===== src/rtl/fir_pkg.sv =====
// ---------------------------------------------------------------------------
// fir_pkg
// Shared constants for the 10-tap ROM-lookup FIR and its input stage.
//   FIR_TAPS    : number of delay-line taps
//   FIR_W       : sample width, also the ROM address width
//   FIR_ROM_LAT : clocked ROM read latency inside the FIR core (0..3)
//   FIR_OUT_W   : width of the FIR core sum
//   tap_lsb()   : LSB position of tap k inside the flat tap bus
// ---------------------------------------------------------------------------
package fir_pkg;

  localparam int FIR_TAPS    = 10;
  localparam int FIR_W       = 4;
  localparam int FIR_ROM_LAT = 1;
  localparam int FIR_OUT_W   = 11;

  // Tap k occupies bits [k*w +: w] of the flat bus; x_0 is the newest sample.
  function automatic int tap_lsb(input int k, input int w);
    return k * w;
  endfunction

endpackage


===== src/rtl/fir_tap_line_valid_delay.sv =====
// ---------------------------------------------------------------------------
// valid_delay
// DEPTH-deep 1-bit shift pipe that carries the tap-update strobe through the
// ROM read latency of the FIR core. DEPTH=0 passes the input straight through.
//   clk   : system clock, rising edge
//   rst   : asynchronous reset, active-high
//   flush : synchronous clear of every stage
//   d     : strobe in
//   q     : strobe delayed by DEPTH cycles
// ---------------------------------------------------------------------------
module valid_delay #(
  parameter int DEPTH = 1
) (
  input  logic clk,
  input  logic rst,
  input  logic flush,
  input  logic d,
  output logic q
);

  generate
    if (DEPTH == 0) begin : g_pass
      assign q = d;
    end else begin : g_pipe
      logic [DEPTH-1:0] pipe_r;

      // Strobe pipe: cleared by reset or flush, otherwise shifts one stage per cycle.
      always_ff @(posedge clk or posedge rst) begin
        if (rst) begin
          pipe_r <= '0;
        end else if (flush) begin
          pipe_r <= '0;
        end else begin
          pipe_r[0] <= d;
          for (int i = 1; i < DEPTH; i++) begin
            pipe_r[i] <= pipe_r[i-1];
          end
        end
      end

      assign q = pipe_r[DEPTH-1];
    end
  endgenerate

endmodule


===== src/rtl/fir_tap_line.sv =====
// ---------------------------------------------------------------------------
// fir_tap_line
// Input stage of the 10-tap ROM-lookup FIR. Shifts one sample per qualified
// cycle into the tap delay line, tracks how many samples are held, and flags
// the cycle on which the FIR core sum reflects a full window.
//   clk          : system clock, rising edge
//   rst          : asynchronous reset, active-high
//   sample_in    : new input sample
//   sample_valid : sample_in is qualified this cycle
//   clear        : synchronous flush of the delay line (wins over sample_valid)
//   taps         : flat tap bus, [W-1:0] = x_0 (newest) ... top slice = x_9
//   fill_level   : samples held, saturates at TAPS
//   taps_full    : fill_level == TAPS
//   result_valid : FIR core output covers a full window this cycle
// ---------------------------------------------------------------------------
module fir_tap_line
  import fir_pkg::*;
#(
  parameter int TAPS    = FIR_TAPS,
  parameter int W       = FIR_W,
  parameter int ROM_LAT = FIR_ROM_LAT
) (
  input  logic              clk,
  input  logic              rst,
  input  logic [W-1:0]      sample_in,
  input  logic              sample_valid,
  input  logic              clear,
  output logic [TAPS*W-1:0] taps,
  output logic [3:0]        fill_level,
  output logic              taps_full,
  output logic              result_valid
);

  localparam logic [3:0] FILL_MAX = 4'(TAPS);

  logic [TAPS*W-1:0] taps_r;
  logic [3:0]        fill_r;
  logic              full_r;
  logic              tap_upd_r;
  logic              shift_s;
  logic [3:0]        fill_next_s;
  logic              result_valid_s;

  // Shift qualification and saturating next fill level.
  always_comb begin
    shift_s     = sample_valid & ~clear;
    fill_next_s = fill_r;
    if (fill_r == FILL_MAX) begin
      fill_next_s = fill_r;
    end else begin
      fill_next_s = fill_r + 4'd1;
    end
  end

  // Delay line: x_0 takes the new sample, every older tap moves up one slot.
  always_ff @(posedge clk or posedge rst) begin
    if (rst) begin
      taps_r <= '0;
    end else if (clear) begin
      taps_r <= '0;
    end else if (shift_s) begin
      taps_r[W-1:0] <= sample_in;
      for (int k = 1; k < TAPS; k++) begin
        taps_r[tap_lsb(k, W) +: W] <= taps_r[tap_lsb(k - 1, W) +: W];
      end
    end
  end

  // Fill counter and its full flag, updated together so they never disagree.
  always_ff @(posedge clk or posedge rst) begin
    if (rst) begin
      fill_r <= 4'd0;
      full_r <= 1'b0;
    end else if (clear) begin
      fill_r <= 4'd0;
      full_r <= 1'b0;
    end else if (shift_s) begin
      fill_r <= fill_next_s;
      full_r <= (fill_next_s == FILL_MAX);
    end
  end

  // One-cycle strobe for every shift that leaves the window full.
  always_ff @(posedge clk or posedge rst) begin
    if (rst) begin
      tap_upd_r <= 1'b0;
    end else if (clear) begin
      tap_upd_r <= 1'b0;
    end else begin
      tap_upd_r <= shift_s & (fill_next_s == FILL_MAX);
    end
  end

  // Align the strobe with the ROM read latency of the FIR core; clear kills
  // any strobe still in flight.
  valid_delay #(
    .DEPTH (ROM_LAT)
  ) u_valid_delay (
    .clk   (clk),
    .rst   (rst),
    .flush (clear),
    .d     (tap_upd_r),
    .q     (result_valid_s)
  );

  assign taps         = taps_r;
  assign fill_level   = fill_r;
  assign taps_full    = full_r;
  assign result_valid = result_valid_s;

endmodule


===== config.mk =====
export PLATFORM = sky130hd
export DESIGN_NAME = fir_tap_line
export DESIGN_NICKNAME = d
export VERILOG_FILES = /design/src/rtl/fir_pkg.sv /design/src/rtl/fir_tap_line_valid_delay.sv /design/src/rtl/fir_tap_line.sv
export SDC_FILE = /design/constraint.sdc
export NUM_CORES = 1
export LEC_CHECK = 0
export CORE_MARGIN = 1
export CORE_UTILIZATION = 25
export CTS_CLUSTER_SIZE = 28
export DETAILED_ROUTE_END_ITERATION = 12
export MAX_ROUTING_LAYER = met4
export PLACE_DENSITY = 0.53
export SLEW_MARGIN = 20
export SYNTH_ARGS = -nofsm -noshare
export SYNTH_HDL_FRONTEND = slang
export SYNTH_SLANG_ARGS = --single-unit

===== constraint.sdc =====
create_clock -name clk -period 1.7 [get_ports clk]
set_clock_uncertainty 0.15 [all_clocks]
set_input_delay 0.34 -clock clk [delete_from_list [all_inputs] [get_ports clk]]
set_output_delay 0.34 -clock clk [all_outputs]
set_load 0.03 [all_outputs]

==> flow_summary.json <==
{
  "drt_iter0_drc": 54,
  "dp_hpwl_mm": 2.73,
  "postSynth.asyncResetShare_pct": 100,
  "viasPerCell": 4.31,
  "gr-total-overflow": 0,
  "grt_setup_unrepaired": "false",
  "r2r_slack_ns": 0.10,
  "end_kind": "output pin",
  "reg2reg_to": "fill_level[0]$_DFFE_PP0P_",
  "cellPowerDensity_mw_per_mm2": 743,
  "cts.path.max_buffers": 2,
  "synth.most_common_cell": "dfrtp_1",
  "routedWlPerCell_um": 13.1,
  "die_area_mm2": 0.00820,
  "r2r-start": "fill_level[0]$_DFFE_PP0P_",
  "grt_pass1_wl_mm": 7.26,
  "clkTransAtPathRegs_ns": 0.09,
  "hold_violations": 0,
  "routed.top_layer": "met4",
  "gp_congestion": 0.715,
  "synth_area_mm2": 0.00196,
  "worstSetupPathType": "reg -> out",
  "leakage_nw": 1.51,
  "postCtsHoldBufs": 0,
  "outcome": "complete, no violations",
  "coreArea_mm2": 0.00741,
  "yosys-top-cells-area": "dfrtp_1 (60%), mux2i_1 (20%), nor2_1 (8.4%)",
  "grt_max_degree": 48,
  "ios": 54,
  "routed-wl-met2_mm": 1.98,
  "synth_edf_count": 0,
  "critPathBufInv": 1,
  "drv_cap": 0,
  "portBuffers": 53,
  "grt_pass1_vias": 1414,
  "antenna_found_initial": 0,
  "relSlewSlack_pct": 78.1,
  "yosysTopAreaCell": "dfrtp_1",
  "critPathMaxStageDelay_ns": 0.45,
  "met1_length_mm": 1.99,
  "met3_length_um": 260,
  "die_w_um": 90.5,
  "clock_latency_ns": 0.29,
  "drive_gt1_share_pct": 9.25,
  "hold_class": "in -> async",
  "area_growth_pct": 37.8,
  "num_rows": 31,
  "cts_made_buffers": 5,
  "critPathLaunchType": "register",
  "setup_violations": 0,
  "timing.final.crit_share_pct": 96.4,
  "synth_top_area_share_pct": 60.0,
  "slowest_stage": "dfrtp_1",
  "worst-path-max-fanout": 6,
  "final.setup.tns_ns": 0,
  "nNetsFinal": 236,
  "postSynthNetCount": 176,
  "synthCells": 166,
  "synth_common_cells": "dfrtp_1 (47), nor2_1 (44), mux2i_1 (40)",
  "n_antenna_cell": 0,
  "fp.dieH_um": 90.5,
  "postSynthAreaPerCell_um2": 11.8,
  "yosys_warnings": 0,
  "ys_seq_area_share_pct": 60.0,
  "ys_types": 23,
  "root_buffer": "clkbuf_8",
  "cp.arrival_ns": 1.15,
  "finalWorstPathRequiredPeriod_ns": 1.64,
  "start_util_pct": 26.4,
  "htree_levels": 2,
  "cp_top_family": "flip-flops",
  "max_freq_mhz": 611,
  "power.total_w": 0.00201,
  "vias": 1404,
  "grt_usage_pct": 11.5,
  "path_cells": "clkdlybuf4s15_1",
  "holdWs_ns": 0.237,
  "ant_nets": 0,
  "synth_seq_cells": 47,
  "wirelength_mm": 4.26,
  "required_ns": 1.21,
  "cts_tree": "yes",
  "r2r_cells": 5,
  "synth_flop_cell": "dfrtp_1",
  "clock-sinks": 47,
  "drt_pass1_iterations": 4,
  "slew_violations": 0,
  "drc_errors": 0,
  "peakVddDrop_v": 0.000409,
  "tightest_slew_ns": 0.328
}
==> sequential cells by signal, summed over array words and instances, names as in the netlist <==
signal	count
taps	40
taps_full	1
tap_upd_r	1
u_valid_delay.q	1
fill_level	4
==> layer usage <==
layer	vias to the layer above	track usage, %
met1	678	13.8
li1	680	-
met2	40	18.6
met4	0	3.63
met5	-	-
met3	6	3.54
==> report_power, final <==
part	switching [W]	internal (W)	total, W	leakage (nW)
clock	0.000363	0.000289	0.000652	0.0422
sequential	0.0000154	0.00113	0.00115	0.650
combinational	0.000126	0.0000800	0.000206	0.820
total	0.000504	0.00150	0.00201	1.51
==> cell type report <==
class | instances | area, um^2
Inverter | 3 | 11.3
Multi-Input combinational cell | 106 | 718
Fill cell | 762 | 4710
Clock inverter | 1 | 5.00
Sequential cell | 47 | 1180
Clock buffer | 7 | 76.3
Timing Repair Buffer | 63 | 588
Tap cell | 99 | 124
==> layout by cell type (no fill, tap or decap), types with 2 or more instances in the layout <==
cell,synthesis,final
clkdlybuf4s50_1,0,5
xor2_1,2,2
ha_1,2,2
buf_12,0,4
dlygate4sd2_1,0,44
buf_2,1,2
nor2_1,44,44
buf_4,4,7
clkbuf_8,0,5
clkbuf_1,4,2
mux2i_1,40,40
dfrtp_1,47,46
a211oi_1,3,3
nand2_1,3,3
a21oi_1,2,2
inv_1,3,2
==> stage by stage <==
step	instance area, um^2	worst slack (ns)	cells	utilization, %
2_1_floorplan	1960	-0.00746	166	-
3_3_place_gp	2670	0.0998	317	36.0
3_5_place_dp	2670	0.0773	317	36.0
4_1_cts	2690	0.0148	325	36.3
5_1_grt	2700	0.00302	326	36.4
6_report	2700	0.0620	326	36.4
==> worst max path at each step <==
stage,startpoint,end,slack [ns],depth (start not counted)
2_1_floorplan,rst,fill_level[0]$_DFFE_PP0P_,-0.007,1
3_3_place_gp,fill_level[1]$_DFFE_PP0P_,fill_level[1],0.1,1
3_5_place_dp,fill_level[1]$_DFFE_PP0P_,fill_level[1],0.08,1
4_1_cts,fill_level[1]$_DFFE_PP0P_,fill_level[1],0.01,1
5_1_grt,fill_level[0]$_DFFE_PP0P_,fill_level[0]$_DFFE_PP0P_,0.003,5
6_report,fill_level[1]$_DFFE_PP0P_,fill_level[1],0.06,1
==> cells by family after synthesis <==
family                   after synthesis  synth area share (%)
AND/OR/NAND/NOR                       53                  10.9
flip-flops                            47                  60.0
multiplexers                          40                  20.4
buffers and inverters                 13                  3.32
AO/OA/AOI/OAI                          9                  3.13
XOR/XNOR                               2                 0.894
adder cells (fa/ha/maj)                2                  1.28
==> timing repair <==
item | CTS | global route
buffers inserted | 0 | 1
endpoints found under the hold margin | 0 | 0
gates resized for setup | 45 | 1
setup endpoints to repair | 45 | 2
==> tightest hold or removal path, delay by kind of cell <==
kind | cells | cell delay [ns]
buf+inv | 3 | 0.73
(Power assumes the default switching activity.)
